==> config.mk <==
export PLATFORM = sky130hd
export DESIGN_NAME = rom_dl_sequencer
export DESIGN_NICKNAME = d
export VERILOG_FILES = /design/src/rtl/m62_dl_pkg.sv /design/src/rtl/toggle_req_port.sv /design/src/rtl/rom_dl_sequencer.sv
export SDC_FILE = /design/constraint.sdc
export NUM_CORES = 1
export LEC_CHECK = 0
export BUFFER_PORTS_ARGS = -buffer_cell sky130_fd_sc_hd__buf_2
export CORE_MARGIN = 4
export CORE_UTILIZATION = 56
export CTS_BUF_LIST = sky130_fd_sc_hd__clkbuf_4 sky130_fd_sc_hd__clkbuf_8
export DETAILED_ROUTE_END_ITERATION = 7
export PLACE_DENSITY = 0.95
export SYNTH_ARGS = -nofsm -noshare
export SYNTH_HDL_FRONTEND = slang
export SYNTH_HIERARCHICAL = 1
export SYNTH_SLANG_ARGS = --single-unit
==> constraint.sdc <==
create_clock -name i_clk_sys -period 4.15 [get_ports i_clk_sys]
set_input_delay 0.415 -clock i_clk_sys [delete_from_list [all_inputs] [get_ports i_clk_sys]]
set_output_delay 0.415 -clock i_clk_sys [all_outputs]
set_load 0.02 [all_outputs]
==> src/rtl/m62_dl_pkg.sv <==
// Shared definitions for the M62 ROM download path: region map, region and FSM enums.
// Pure declarations; no latency or backpressure of its own.
// Address decode helper used at byte capture time.
package m62_dl_pkg;

    localparam logic [24:0] CPU1_BASE = 25'h000_0000;
    localparam logic [24:0] SND_BASE  = 25'h002_0000;
    localparam logic [24:0] GFX_BASE  = 25'h003_0000;
    localparam logic [24:0] PROM_BASE = 25'h00A_0000;
    localparam logic [24:0] PROM_END  = 25'h00A_091F;

    typedef enum logic [2:0] {
        RGN_CPU1,
        RGN_SND,
        RGN_GFX,
        RGN_PROM,
        RGN_NONE
    } dl_region_e;

    typedef enum logic [1:0] {
        ST_IDLE,
        ST_ISSUE,
        ST_WAIT_ACK,
        ST_DONE
    } dl_state_e;

    function automatic dl_region_e dl_decode(input logic [24:0] addr);
        dl_region_e rgn;
        if (addr < SND_BASE)       rgn = RGN_CPU1;
        else if (addr < GFX_BASE)  rgn = RGN_SND;
        else if (addr < PROM_BASE) rgn = RGN_GFX;
        else if (addr <= PROM_END) rgn = RGN_PROM;
        else                       rgn = RGN_NONE;
        return rgn;
    endfunction

endpackage

==> src/rtl/toggle_req_port.sv <==
// Toggle-handshake request tracker for one SDRAM write port.
// Latency: req toggles on the edge after i_issue; done is combinational on ack.
// Backpressure: o_done stays low until ack matches req, or the request is abandoned.
module toggle_req_port (
    input  logic i_clk_sys,
    input  logic i_reset_n,
    input  logic i_issue,
    input  logic i_abandon,
    input  logic i_ack,
    output logic o_req,
    output logic o_done
);

    logic r_req;
    logic r_bias;

    // An abandoned request folds the missing ack into r_bias, so the next
    // single ack toggle from the SDRAM completes the next request.
    always_ff @(posedge i_clk_sys or negedge i_reset_n) begin
        if (!i_reset_n) begin
            r_req  <= 1'b0;
            r_bias <= 1'b0;
        end else begin
            if (i_issue)
                r_req <= ~r_req;
            if (i_abandon)
                r_bias <= i_ack ^ r_req;
        end
    end

    assign o_req  = r_req;
    assign o_done = ((i_ack ^ r_bias) == r_req);

endmodule

==> src/rtl/rom_dl_sequencer.sv <==
// Sequences HPS ioctl download bytes into SDRAM ports, sound DPRAM and PROM loaders.
// Latency: wait 1 cycle after sampled wr rise, req/strobe at 2, release 1 cycle after last ack.
// Backpressure: ioctl_wait held until every target accepted the byte or the ack timed out.
import m62_dl_pkg::*;

module rom_dl_sequencer #(
    parameter logic [15:0] RST_CYCLES  = 16'hFFFF,
    parameter logic [7:0]  ACK_TIMEOUT = 8'd255
) (
    input  logic        i_clk_sys,
    input  logic        i_reset_n,
    input  logic        i_ioctl_download,
    input  logic [7:0]  i_ioctl_index,
    input  logic        i_ioctl_wr,
    input  logic [24:0] i_ioctl_addr,
    input  logic [7:0]  i_ioctl_dout,
    output logic        o_ioctl_wait,
    input  logic        i_reset_req,
    output logic        o_port1_req,
    input  logic        i_port1_ack,
    output logic [22:0] o_port1_a,
    output logic [1:0]  o_port1_ds,
    output logic [15:0] o_port1_d,
    output logic        o_port2_req,
    input  logic        i_port2_ack,
    output logic [22:0] o_port2_a,
    output logic [1:0]  o_port2_ds,
    output logic [15:0] o_port2_d,
    output logic        o_snd_we,
    output logic [15:0] o_snd_addr,
    output logic [7:0]  o_snd_d,
    output logic        o_prom_we,
    output logic [11:0] o_prom_addr,
    output logic [7:0]  o_prom_d,
    output logic        o_rom_loaded,
    output logic        o_core_reset,
    output logic        o_ack_err
);

    dl_state_e  r_state, w_next;
    dl_region_e r_region;

    logic        r_wr_s, r_wr_d, r_dl_s, r_idx0_s;
    logic [24:0] r_addr_s;
    logic [7:0]  r_dout_s;
    logic [23:0] r_addr;
    logic [7:0]  r_dout;
    logic        r_wait, r_snd_we, r_prom_we, r_ack_err, r_rom_loaded, r_end_pend;
    logic [7:0]  r_to_cnt;
    logic [15:0] r_rst_cnt;
    logic        r_core_reset;

    logic w_wr_rise, w_dl_fall, w_capture, w_issue, w_abandon, w_wait_clr;
    logic w_sel_p1, w_sel_p2, w_sel_snd, w_sel_prom;
    logic w_p1_done, w_p2_done, w_all_done, w_reload;
    logic [23:0] w_p1_off, w_p2_off;
    logic [11:0] w_prom_off;

    // The stream is registered once so the edge detect and the captured
    // address/data always come from the same sample.
    always_ff @(posedge i_clk_sys or negedge i_reset_n) begin
        if (!i_reset_n) begin
            r_wr_s   <= 1'b0;
            r_wr_d   <= 1'b0;
            r_dl_s   <= 1'b0;
            r_idx0_s <= 1'b0;
            r_addr_s <= '0;
            r_dout_s <= '0;
        end else begin
            r_wr_s   <= i_ioctl_wr;
            r_wr_d   <= r_wr_s;
            r_dl_s   <= i_ioctl_download;
            r_idx0_s <= (i_ioctl_index == 8'd0);
            r_addr_s <= i_ioctl_addr;
            r_dout_s <= i_ioctl_dout;
        end
    end

    assign w_wr_rise = r_wr_s & ~r_wr_d & r_dl_s & r_idx0_s;
    assign w_dl_fall = r_dl_s & ~i_ioctl_download & (i_ioctl_index == 8'd0);

    assign w_sel_p1   = (r_region == RGN_CPU1) || (r_region == RGN_GFX);
    assign w_sel_p2   = (r_region == RGN_GFX);
    assign w_sel_snd  = (r_region == RGN_SND);
    assign w_sel_prom = (r_region == RGN_PROM);
    assign w_all_done = (~w_sel_p1 | w_p1_done) & (~w_sel_p2 | w_p2_done);

    always_ff @(posedge i_clk_sys or negedge i_reset_n) begin
        if (!i_reset_n) r_state <= ST_IDLE;
        else            r_state <= w_next;
    end

    always_comb begin
        w_next     = r_state;
        w_capture  = 1'b0;
        w_issue    = 1'b0;
        w_abandon  = 1'b0;
        w_wait_clr = 1'b0;
        case (r_state)
            ST_IDLE: begin
                if (w_wr_rise) begin
                    w_capture = 1'b1;
                    w_next    = ST_ISSUE;
                end
            end
            ST_ISSUE: begin
                w_issue = 1'b1;
                w_next  = (w_sel_p1 || w_sel_p2) ? ST_WAIT_ACK : ST_DONE;
            end
            ST_WAIT_ACK: begin
                if (w_all_done) begin
                    w_next = ST_DONE;
                end else if (r_to_cnt == ACK_TIMEOUT) begin
                    w_abandon = 1'b1;
                    w_next    = ST_DONE;
                end
            end
            ST_DONE: begin
                w_wait_clr = 1'b1;
                w_next     = ST_IDLE;
            end
            default: w_next = ST_IDLE;
        endcase
    end

    always_ff @(posedge i_clk_sys or negedge i_reset_n) begin
        if (!i_reset_n) begin
            r_addr    <= '0;
            r_dout    <= '0;
            r_region  <= RGN_NONE;
            r_wait    <= 1'b0;
            r_snd_we  <= 1'b0;
            r_prom_we <= 1'b0;
            r_to_cnt  <= '0;
            r_ack_err <= 1'b0;
        end else begin
            if (w_capture) begin
                r_addr   <= r_addr_s[23:0];
                r_dout   <= r_dout_s;
                r_region <= dl_decode(r_addr_s);
            end
            if (w_capture)       r_wait <= 1'b1;
            else if (w_wait_clr) r_wait <= 1'b0;
            r_snd_we  <= w_issue & w_sel_snd;
            r_prom_we <= w_issue & w_sel_prom;
            // Counts cycles spent in WAIT_ACK, including the current one.
            if (w_issue)
                r_to_cnt <= 8'd1;
            else if (r_state == ST_WAIT_ACK && w_next == ST_WAIT_ACK)
                r_to_cnt <= r_to_cnt + 8'd1;
            if (w_abandon)
                r_ack_err <= 1'b1;
        end
    end

    // A download ending mid-byte is remembered until the FSM is back in IDLE.
    always_ff @(posedge i_clk_sys or negedge i_reset_n) begin
        if (!i_reset_n) begin
            r_rom_loaded <= 1'b0;
            r_end_pend   <= 1'b0;
        end else if ((w_dl_fall || r_end_pend) && r_state == ST_IDLE && !w_wr_rise) begin
            r_rom_loaded <= 1'b1;
            r_end_pend   <= 1'b0;
        end else if (w_dl_fall) begin
            r_end_pend   <= 1'b1;
        end
    end

    assign w_reload = i_reset_req | i_ioctl_download | ~r_rom_loaded;

    always_ff @(posedge i_clk_sys or negedge i_reset_n) begin
        if (!i_reset_n) begin
            r_rst_cnt    <= RST_CYCLES;
            r_core_reset <= 1'b1;
        end else begin
            if (w_reload)
                r_rst_cnt <= RST_CYCLES;
            else if (r_rst_cnt != 16'd0)
                r_rst_cnt <= r_rst_cnt - 16'd1;
            r_core_reset <= (r_rst_cnt != 16'd0);
        end
    end

    toggle_req_port u_port1 (
        .i_clk_sys (i_clk_sys),
        .i_reset_n (i_reset_n),
        .i_issue   (w_issue & w_sel_p1),
        .i_abandon (w_abandon & w_sel_p1),
        .i_ack     (i_port1_ack),
        .o_req     (o_port1_req),
        .o_done    (w_p1_done)
    );

    toggle_req_port u_port2 (
        .i_clk_sys (i_clk_sys),
        .i_reset_n (i_reset_n),
        .i_issue   (w_issue & w_sel_p2),
        .i_abandon (w_abandon & w_sel_p2),
        .i_ack     (i_port2_ack),
        .o_req     (o_port2_req),
        .o_done    (w_p2_done)
    );

    assign w_p1_off   = r_addr - CPU1_BASE[23:0];
    assign w_p2_off   = r_addr - GFX_BASE[23:0];
    assign w_prom_off = r_addr[11:0] - PROM_BASE[11:0];

    assign o_port1_a   = w_p1_off[23:1];
    assign o_port1_ds  = {w_p1_off[0], ~w_p1_off[0]};
    assign o_port1_d   = {r_dout, r_dout};
    assign o_port2_a   = w_p2_off[23:1];
    assign o_port2_ds  = {w_p2_off[0], ~w_p2_off[0]};
    assign o_port2_d   = {r_dout, r_dout};
    assign o_snd_we    = r_snd_we;
    assign o_snd_addr  = r_addr[15:0];
    assign o_snd_d     = r_dout;
    assign o_prom_we   = r_prom_we;
    assign o_prom_addr = w_prom_off;
    assign o_prom_d    = r_dout;
    assign o_ioctl_wait = r_wait;
    assign o_rom_loaded = r_rom_loaded;
    assign o_core_reset = r_core_reset;
    assign o_ack_err    = r_ack_err;

endmodule

# Word-level counts from Yosys, hierarchy flattened
# Cells that the tools add are included.
dict set report word_totals {
  reg_bits 109
  in_bits 48
  output_inout_bits 134
  elab_cells 108
}
dict set report op_classes {
  n_addsub 3
  n_lt_le_gt_ge 4
  eq_ne 10
  n_mux 24
  bitwise_logic 29
  reduce_logical 15
}
# operator n
set ops {}
lappend ops {{$lt 25x18->1 const B} 2}
lappend ops {{$mux 16} 2}
lappend ops {{$le 25x20->1 const B} 1}
lappend ops {{$lt 25x20->1 const B} 1}
lappend ops {{$sub 24x18->24 const B} 1}
lappend ops {{$mux 8} 2}
lappend ops {{$reduce_bool 16->1} 1}
lappend ops {{$sub 16x1->16 const B} 1}
lappend ops {{$and 1x1->1} 12}
lappend ops {{$mux 1} 12}
lappend ops {{$mux 3} 4}
lappend ops {{$not 1->1} 9}
lappend ops {{$add 8x1->8 const B} 1}
lappend ops {{$eq 8x8->1 const B} 1}
lappend ops {{$logic_not 8->1} 1}
lappend ops {{$pmux 2 s4} 1}
lappend ops {{$reduce_bool 2->1} 4}
lappend ops {{$eq 2x2->1 const B} 3}
lappend ops {{$eq 3x2->1 const B} 2}
lappend ops {{$mux 2} 3}
lappend ops {{$or 1x1->1} 4}
lappend ops {{$xor 1x1->1} 4}
lappend ops {{$eq 3x1->1 const B} 1}
lappend ops {{$logic_and 1x1->1} 3}
lappend ops {{6 further kinds} 9}

# Depth between registers and ports, before layout
# Gate-level depths: netlist of run 1.
dict set report logic_depth {
  depth_word 11
  ltp_mapped 8
}

# Modules after synthesis
# The synthesis of run 1 kept the hierarchy.
# module instances cells_each area_per_inst_um2
set modules_own_cells {}
lappend modules_own_cells {rom_dl_sequencer 1 424 4917.2}
lappend modules_own_cells {toggle_req_port 2 6 87.6}

# Worst setup path after synthesis of run 1
# Ideal clock, no wire load.
dict set report synth_path {
  path_kind {flip-flop to flip-flop}
  start {reg u_port2.r_req (netlist: u_port2/o_req)}
  end {reg r_to_cnt[5]}
  setup_ns 0.125
  arrival_time_ns 2.234
  t_required_ns 4.025
  path_slack_ns 1.792
  stages_incl_launch_ff 8
  path_buffers 0
  period_less_slack_ns 2.358
  cell_sequence {dfrtp_1 > xor2_1 > xnor2_1 > nand2b_1 > a211o_1 > o41a_4 > nor4_1 > mux2_2}
}
dict set report synth_between {
  elab_chain_len 8
}
# item line
set synth_lines {}
lappend synth_lines {{from (decl)} toggle_req_port.sv:14} ;# logic r_req;
lappend synth_lines {{from (signal assigned)} toggle_req_port.sv:25} ;# r_req <= ~r_req;
lappend synth_lines {{$eq 1x1->1} toggle_req_port.sv:32} ;# assign o_done = ((i_ack ^ r_bias) == r_req);
lappend synth_lines {{net w_p2_done} rom_dl_sequencer.sv:55} ;# logic w_p1_done, w_p2_done, w_all_done, w_reload;
lappend synth_lines {{$or 1x1->1} rom_dl_sequencer.sv:86} ;# assign w_all_done = (~w_sel_p1 | w_p1_done) & (~w_sel_p2 | w_p2_done);
lappend synth_lines {{$and 1x1->1} rom_dl_sequencer.sv:86}
lappend synth_lines {{$mux 2} rom_dl_sequencer.sv:111} ;# if (w_all_done) begin
lappend synth_lines {{$pmux 2 s4} rom_dl_sequencer.sv:99} ;# case (r_state)
lappend synth_lines {{$eq 2x2->1} rom_dl_sequencer.sv:149} ;# else if (r_state == ST_WAIT_ACK && w_next == ST_WAIT_ACK)
lappend synth_lines {{$logic_and 1x1->1} rom_dl_sequencer.sv:149}
lappend synth_lines {{$reduce_bool 2->1 (no source line)} --}
lappend synth_lines {{to (signal assigned)} rom_dl_sequencer.sv:150} ;# r_to_cnt <= r_to_cnt + 8'd1;
lappend synth_lines {{to (decl)} rom_dl_sequencer.sv:49} ;# logic [7:0] r_to_cnt;
# The timed path passes the listed nets, and every way through them passes these cells.
# A chain may end at the register's enable or synchronous reset.

# Final worst setup path of run 1
# Ends and elaborated chain as after synthesis.

==> results of run 1 <==
routing by layer:
| layer | wire, um | GRT usage [%] | vias up |
|---|---|---|---|
| li1 | - | - | 1616 |
| met1 | 3980 | 22.4 | 1685 |
| met2 | 5540 | 36.5 | 134 |
| met3 | 632 | 4.23 | 18 |
| met4 | 192 | 6.57 | 0 |
| met5 | 0 | 0 | - |
power by group:
part	total, mW	switching (mW)	internal (mW)
registers	1.16	0.0474	1.11
logic	0.345	0.217	0.128
clock network	0.611	0.365	0.245
area by class of cell:
cell class	instances	area, um^2
repair buffers	182	916
clock buffers	10	138
multi-input cells	223	1630
inverters	11	41.3
fillers	656	3140
clock inverters	6	53.8
well taps	108	135
flip-flops and latches	109	2750
cell families after synthesis:
family	synth area share, %
fa+ha+maj	2.21
flops	54.0
buf+inv	14.1
mux	7.74
xor+xnor	3.61
simple gates	11.9
compound gates	6.36
worst paths after layout:
check | slack (ns) | endpoint | from | depth (start not counted)
min | 0.14 | r_addr_s[14] | i_ioctl_addr[14] | 1
min in group asynchronous | 0.18 | o_prom_d[3] | i_reset_n | 1
min reg2reg | 0.43 | r_wr_d | r_wr_s | 0
max in group asynchronous | 2.93 | r_rst_cnt[8] | i_reset_n | 2
max | 1.65 | r_to_cnt[5] | u_port2/o_req | 7
max reg2reg | 1.65 | r_to_cnt[5] | u_port2/o_req | 7
cell usage in the layout (no fill, tap or decap), types with 2 or more instances in the layout:
master / count
buf_2: 180
nand4_1: 3
o21bai_1: 2
o31ai_1: 5
inv_1: 11
clkinv_4: 2
o311ai_0: 2
clkbuf_8: 10
dfrtp_1: 91
xor2_1: 10
nand2_1: 24
nor3_1: 12
buf_4: 2
and2_2: 2
ha_1: 9
a211o_1: 2
a31oi_1: 3
nand3_1: 9
nor2_1: 15
a21oi_1: 12
or3_1: 6
dfstp_2: 18
mux2_2: 35
nor2b_1: 4
nand2b_1: 3
o21ai_0: 14
xnor2_1: 11
inv_6: 2
or4_1: 8
nor4_1: 8
o211ai_1: 2
registers in the layout (all words and copies together) (netlist names), 2 cells and up:
name / count
o_prom_d: 8
r_dout_s: 8
r_region: 3
r_state: 2
r_addr_s: 25
r_addr: 24
r_rst_cnt: 16
r_to_cnt: 8
Yosys cell counts (2+ instances only):
| master | number |
|---|---|
| nor3_1 | 12 |
| dfstp_2 | 18 |
| nand2_1 | 25 |
| o211ai_1 | 2 |
| buf_4 | 85 |
| xor2_1 | 10 |
| o21ai_0 | 14 |
| ha_1 | 9 |
| nand4_1 | 3 |
| nand3_1 | 9 |
| a21oi_1 | 12 |
| nand2b_1 | 3 |
| nor3b_1 | 2 |
| dfrtp_1 | 91 |
| mux2_2 | 35 |
| and2_2 | 2 |
| o311ai_0 | 2 |
| xnor2_1 | 11 |
| a31oi_1 | 3 |
| nor4_1 | 8 |
| inv_1 | 11 |
| or4_1 | 8 |
| o21bai_1 | 2 |
| a211o_1 | 2 |
| nor2_1 | 15 |
| o31ai_1 | 5 |
| nor2b_1 | 4 |
| clkbuf_1 | 6 |
| or3_1 | 6 |
worst reg2reg max path, cell delays in order, from the launching register on:
cell,delay (ns)
dfrtp_1,0.43
xor2_1,0.26
xnor2_1,0.09
nand2b_1,0.14
a211o_1,0.34
o41a_4,0.44
nor4_1,0.34
mux2_2,0.37
==> reports/metrics.yaml, run 1 <==
status: "completed"
critPathMaxStageDelay_ns: 0.44
synth_cells: 436
cts_tree: "built"
synth.top_cell.area_share_pct: 44.7
fp.dieW_um: 103
cts_root_buffer: "clkbuf_8"
p_leak_nw: 2.98
clock_sinks: 109
postSynthAreaPerCell_um2: 11.7
design_area_um2: 5660
postCtsSetupRepairBufs: 0
synthDistinctLibCells: 50
first_pass_iters: 5
finalClockSkew_ns: 0.0157
cts.clk_slew.worst_paths_ns: 0.11
hpwl_um: 7940
power_density_nw_per_um2: 374
ir_drop_mv: 0.192
grt-ovfl-total: 0
cts-resized-gates: 0
critical_path_required_ns: 4.41
gp_congestion: 0.859
drt_iter0_drc: 82
synth_area_leaders: "dfrtp_1, buf_4, dfstp_2, mux2_2, ha_1"
crit_buf_inv: 0
fin_crit_ns: 2.50
io_pins: 182
path_class: "register to register"
cts_buffers: 9
synthArstFlopShare_pct: 100
hold_slack_ns: 0.138
core_um2: 8810
startpoint_type: "register"
finalHoldViolCount: 0
timing.slew.headroom_pct: 35.0
grt_pass1_wl_um: 16300
grt_pass1_vias: 3440
portBuffers: 181
worstPathArrival_ns: 2.76
final_antenna_net_count: 0
holdBufCountCts: 0
final_cells: 649
final.setup.tns_ns: 0
layout_setup_ws_ns: 1.65
worst_slew_pin_slew_ns: 0.975
viasPerCell: 5.32
maxCapViolations: 0
drv_slew: 0
grt_max_degree: 81
critical_path.top_delay_family: "compound AO/OA/AOI/OAI gates"
synthFlopType: "dfrtp_1"
max_freq_ghz: 0.399
start_util_pct: 57.8
crit_fanout: 15
wl_per_cell_um: 15.9
synth_fp_nets: 493
row_count: 34
yosysSeqAreaShare_pct: 54.0
cts_max_level: 3
setup_viol: 0
placed_area_um2: 5470
cp-end-kind: "register"
dieArea_um2: 10700
netlist_area_um2: 5090
post-route-util_pct: 64.3
vias: 3453
power_mw: 2.12
min_path_type: "input pin to register"
rsz0062_at_grt: "false"
synth_edf_count: 0
slowest_stage: "o41a_4"
path_cells: "xor2_1, xnor2_1, nand2b_1, a211o_1, o41a_4, nor4_1, mux2_2"
dp_slack_ns: 1.58
timing.final.crit_share_pct: 60.3
syn_to_final_growth_pct: 11.2
dp_cells: 633
cts_buffer_depth: 2
grt_antenna_before_repair: 0
ys.warnings.count: 6
drcViolationCount: 0
die_height_um: 103
diodes: 0
grtUsageTotal_pct: 19.7
yosysTopAreaCell: "dfrtp_1"
clock_latency_ns: 0.37
layout-drive-gt1-share_pct: 48.6
synth-seq-cells: 109
routed_wl_um: 10300
fin_nets: 593
No activity file was read; power rests on OpenSTA's default activity.
==> run 2: changes to the inputs <==
CORE_UTILIZATION = 52   (was 56)
PLACE_DENSITY = 0.93   (was 0.95)
clock period = 2.4 ns   (was 4.15 ns; I/O delays follow)
==> run 2 against run 1 <==
The flow now finishes with violations (negative setup slack). Critical path depth up 1. Total power increased by 79%. Via count up 6.7%. Core utilization rose by 1.5 points. Worst setup slack worse by 1.7 ns. Critical endpoint is now r_to_cnt[1]. Register-to-register slack got worse by 1.7 ns.
==> reports/metrics.yaml, run 2 (synthesis results as in run 1) <==
cts_max_level: 3
wl_per_cell_um: 16.4
grtUsageTotal_pct: 20.3
clock_sinks: 109
layout_common_cells: "buf_2, dfrtp_1, mux2_2, dlygate4sd3_1, nand2_1"
max_freq_ghz: 0.415
syn_to_final_growth_pct: 21.1
layout-drive-gt1-share_pct: 47.6
fin_crit_ns: 2.41
finalHoldViolCount: 0
grt_pass1_vias: 3559
top_register: "r_addr_s"
post-route-util_pct: 65.8
finalClockSkew_ns: 0.00923
cts_buffer_depth: 2
power_density_nw_per_um2: 613
slowest_stage: "o41a_4"
row_count: 35
drcViolationCount: 0
cts_tree: "built"
fin_nets: 638
status: "finished, violations left"
cts.clk_slew.worst_paths_ns: 0.10
maxCapViolations: 0
path_class: "register to register"
core_um2: 9370
grt_max_degree: 47
worstPathArrival_ns: 2.70
vias: 3684
critical_path_required_ns: 2.69
design_area_um2: 6170
routed_wl_um: 11700
r2r-start: "u_port2/o_req"
worst_slew_pin_slew_ns: 0.580
drv_slew: 0
dp_cells: 661
layout_setup_ws_ns: -0.00793
worstReg2RegEnd: "r_to_cnt[1]"
dieArea_um2: 11400
die_height_um: 107
diodes: 0
final_antenna_net_count: 0
timing.final.crit_share_pct: 100
largest_register_ffs: 25
fp.dieW_um: 107
placed_area_um2: 5570
min_path_type: "input pin to register"
critPathMaxStageDelay_ns: 0.53
final.setup.tns_ns: -0.0149
rsz0062_at_grt: "true"
r2r_setup_slack_ns: -0.008
final_cells: 715
violations: "negative setup slack"
crit_fanout: 8
cp-end-kind: "register"
reg2reg_depth: 8
path_cells: "xor2_2, xnor2_1, nand2b_1, a211o_1, o41a_4, buf_4, or3b_1, a21oi_1"
timing.slew.headroom_pct: 61.3
cts_buffers: 9
power_mw: 3.78
grt_pass1_wl_um: 18400
viasPerCell: 5.15
p_leak_nw: 3.19
layout_commonest_cell: "buf_2"
io_pins: 182
cp-endpoint: "r_to_cnt[1]"
cts_root_buffer: "clkbuf_8"
gp_congestion: 0.843
startpoint_type: "register"
top_regs: "r_addr_s x25, r_addr x24, r_rst_cnt x16"
start_util_pct: 54.3
grt_antenna_before_repair: 0
first_pass_iters: 4
clock_latency_ns: 0.36
drt_iter0_drc: 173
grt-ovfl-total: 0
setup_viol: 3
portBuffers: 181
crit_start: "u_port2/o_req"
hpwl_um: 8090
ir_drop_mv: 0.402
run 2: through the flow:
stage | hold WS [ns] | setup slack, ns
finish | 0.0294 | -0.00793
global route | 0.00557 | -0.0742
CTS | 0.00352 | 0.00437
detailed placement | 0.280 | 0.00631
global placement | 0.270 | 0.0533
floorplan | -0.0556 | 0.0417
run 2: worst min path at each step:
stage / from / to / slack, ns / cells after the start
after floorplan: i_reset_n / o_ack_err / -0.06 / 0
after global placement: i_reset_n / r_addr[1] / 0.27 / 1
after detailed placement: i_reset_n / r_addr[1] / 0.28 / 1
after CTS: i_ioctl_download / r_dl_s / 0.004 / 1
after global routing: i_ioctl_download / r_dl_s / 0.006 / 1
final: i_ioctl_download / r_dl_s / 0.03 / 1
run 2: what timing repair did:
action / in CTS / in global routing
setup endpoints to repair: 1 / 5
endpoints found under the hold margin: 77 / 0
hold buffers: 35 / 0
resized for setup: 1 / 9
pin swaps: 0 / 10
buffers inserted: 0 / 3
run 2: where the power goes:
part | switching (mW) | internal, mW | total [mW]
sequential | 0.0850 | 1.92 | 2.01
clock | 0.630 | 0.410 | 1.04
combinational | 0.417 | 0.316 | 0.732
run 2: final cells by class:
cell class | instances | area, um^2
clock inverters | 6 | 56.3
well taps | 129 | 161
fillers | 689 | 3210
inverters | 11 | 41.3
multi-input cells | 223 | 1660
flip-flops and latches | 109 | 2750
repair buffers | 227 | 1370
clock buffers | 10 | 131
run 2: critical path, delay by kind of cell, from the launching register on:
kind	cells	cell delay [ns]
flops	1	0.42
simple gates	2	0.50
compound gates	3	0.95
xor+xnor	2	0.28
buf+inv	1	0.18
run 2: per-layer routing:
metal / vias to the layer above / GRT usage [%] / share of wire, %
li1: 1704 / - / -
met1: 1763 / 23.0 / 38
met5: - / 0 / 0
met3: 32 / 4.76 / 7.1
met4: 0 / 7.76 / 3.0
met2: 185 / 36.9 / 52
==> run 3: changes to the inputs <==
CORE_UTILIZATION = 51   (was 52)
PLACE_DENSITY = 0.92   (was 0.93)
SYNTH_HIERARCHICAL = unset   (was 1)
TNS_END_PERCENT = 1   (was unset)
==> run 3 against run 2 <==
The flow now finishes without violations. Total power down 2.3%. Synthesized area decreased by 1.4%. Count of clock-buffer cells in the layout up 1. Worst setup slack better by 0.10 ns. Register-to-register slack improved by 0.10 ns.
==> reports/metrics.yaml, run 3 <==
finalHoldViolCount: 0
cts_buffer_depth: 2
min_path_type: "input pin to register"
synthArstFlopShare_pct: 100
final_antenna_net_count: 0
synth-seq-cells: 109
fp.dieW_um: 107
worstReg2RegEnd: "r_to_cnt[4]"
pwr-share-comb_pct: 17.1
hpwl_um: 7400
cts_max_level: 3
wl_per_cell_um: 15.4
critPathMaxStageDelay_ns: 0.53
grt_pass1_wl_um: 17200
vias: 3498
startpoint_type: "register"
critical_path.top_delay_family: "simple AND/OR/NAND/NOR gates"
cp-endpoint: "r_to_cnt[4]"
reg2reg_depth: 7
synth_fp_nets: 479
die_height_um: 107
layout_common_cells: "buf_2, dfrtp_1, dlygate4sd3_1"
synth.top_cell.area_share_pct: 45.3
postSynthAreaPerCell_um2: 11.9
path_class: "register to register"
post-route-util_pct: 64.3
netlist_area_um2: 5020
postCtsSetupRepairBufs: 0
hold_slack_ns: 0.122
grt_antenna_before_repair: 0
yosysTopAreaCell: "dfrtp_1"
viasPerCell: 5.00
grtUsageTotal_pct: 18.6
placed_area_um2: 5490
worstPathArrival_ns: 2.59
final.setup.tns_ns: 0
cts_buffers: 9
fin_nets: 621
critical_path_required_ns: 2.68
clock_latency_ns: 0.35
gp_congestion: 0.772
top_regs: "r_addr_s x25, r_addr x24, r_rst_cnt x16"
cts.clk_slew.worst_paths_ns: 0.10
synthFlopType: "dfrtp_1"
first_pass_iters: 4
grt_max_degree: 59
core_um2: 9420
cts-resized-gates: 0
top_register: "r_addr_s"
ys.warnings.count: 0
power_density_nw_per_um2: 610
synthMostInstantiatedCell: "dfrtp_1"
routed_wl_um: 10700
rsz0062_at_grt: "false"
cp-end-kind: "register"
crit_start: "r_state[0]"
clkPwrFrac_pct: 28.5
p_int_mw: 2.64
grt_pass1_vias: 3636
p_leak_nw: 3.15
setup_viol: 0
syn_to_final_growth_pct: 20.6
design_area_um2: 6050
path_cells: "inv_1, ha_1, nand3b_1, or3b_2, o31a_1, or3_1, a21oi_1"
drcViolationCount: 0
nFillCells: 709
max_freq_ghz: 0.434
layout_commonest_cell: "buf_2"
dieArea_um2: 11500
synth_edf_count: 0
finalClockSkew_ns: 0.00690
timing.final.crit_share_pct: 96.0
cp.depth: 7
seqPwrFrac_pct: 54.4
layout-drive-gt1-share_pct: 45.5
timing.slew.headroom_pct: 53.4
ir_drop_mv: 0.329
synth_cells: 422
drv_slew: 0
power.share.switching_pct: 28.6
portBuffers: 181
fin_crit_ns: 2.30
drt_iter0_drc: 125
switchingPower_mw: 1.06
io_pins: 182
maxCapViolations: 0
largest_register_ffs: 25
cts_tree: "built"
r2r-start: "r_state[0]"
yosysSeqAreaShare_pct: 54.8
clock_sinks: 109
synth_area_leaders: "dfrtp_1, buf_4, dfstp_2, mux2_2, xor2_1"
r2r_setup_slack_ns: 0.1
synthDistinctLibCells: 49
synth_top_cells_by_count: "dfrtp_1, buf_4, mux2_2, nand2_1, dfstp_2"
cts_root_buffer: "clkbuf_8"
status: "completed"
grt-ovfl-total: 0
worst_slew_pin_slew_ns: 0.693
crit_buf_inv: 1
slowest_stage: "or3b_2"
crit_fanout: 6
start_util_pct: 53.3
row_count: 35
==> run 3: cell types whose count changed after synthesis, sizes merged, moves of 4 or more <==
cell and delta:
xnor2 -5, xor2 +7, nand4b +4, nor4 -5, nor3 -9
==> run 3: how the worst min path moves through the flow <==
stage / from / end / slack (ns) / cells past startpoint
6_report: i_ioctl_index[6] / r_idx0_s / 0.12 / 3
5_1_grt: i_ioctl_index[7] / r_idx0_s / 0.11 / 3
4_1_cts: i_ioctl_download / r_dl_s / 0.004 / 1
3_5_place_dp: i_reset_n / r_wr_s / 0.10 / 1
3_3_place_gp: i_reset_n / r_wr_s / 0.1 / 1
2_1_floorplan: i_reset_n / o_ack_err / -0.06 / 0
==> run 3: area by class of cell <==
class | count | area, um^2 | share of cell area [%]
clock buffers | 11 | 151 | 2.50
clock inverters | 5 | 42.5 | 0.703
repair buffers | 223 | 1340 | 22.1
multi-input cells | 208 | 1560 | 25.7
flip-flops and latches | 109 | 2750 | 45.4
well taps | 129 | 161 | 2.67
inverters | 13 | 48.8 | 0.806
diodes | 1 | 2.50 | 0.0413
==> run 3: cell families (layout without fill, tap and decap cells) <==
logic type                 count (synthesis)  after routing  share of synthesized area, %
DFF                                      109            109                          54.8
other                                      0              1                             0
adders and majority gates                  9              9                          2.24
muxes                                     33             33                          7.40
AOI/OAI and AO/OA                         49             50                          6.53
buffers and inverters                    106            252                          14.4
and+or+nand+nor                           91             91                          9.72
xor gates and xnor gates                  25             25                          4.93
==> run 3: power groups by stage <==
stage | clock [mW] | combinational (mW) | sequential (mW)
after detailed placement | 0 | 0.564 | 2.05
after floorplan | 0 | 0.360 | 2.04
after global routing | 1.17 | 0.704 | 2.02
after CTS | 1.10 | 0.613 | 2.01
final | 1.05 | 0.632 | 2.01
after global placement | 0 | 0.517 | 2.03
==> run 3: metrics by stage <==
step                      setup WS (ns)  std cells  power (mW)
after floorplan                   0.324        422        2.40
after global placement            0.189        645        2.55
after detailed placement          0.145        645        2.61
after CTS                         0.124        696        3.72
after global routing            0.00250        698        3.90
final                            0.0956        699        3.70
==> run 3: worst min-delay path, stage by stage <==
cell and delay (ns):
buf_2 0.07, or4_1 0.09, nor2_1 0.05
==> run 3: timing repair <==
item,4_1_cts,5_1_grt
endpoints found under the hold margin,46,1
setup endpoints to repair,0,1
hold buffers,35,1
==> run 3: per-layer routing <==
| layer | wire length, um | global-route usage (%) |
|---|---|---|
| met5 | 0 | 0 |
| met4 | 239 | 6.76 |
| met1 | 4070 | 20.5 |
| met2 | 5680 | 33.9 |
| met3 | 754 | 5.24 |
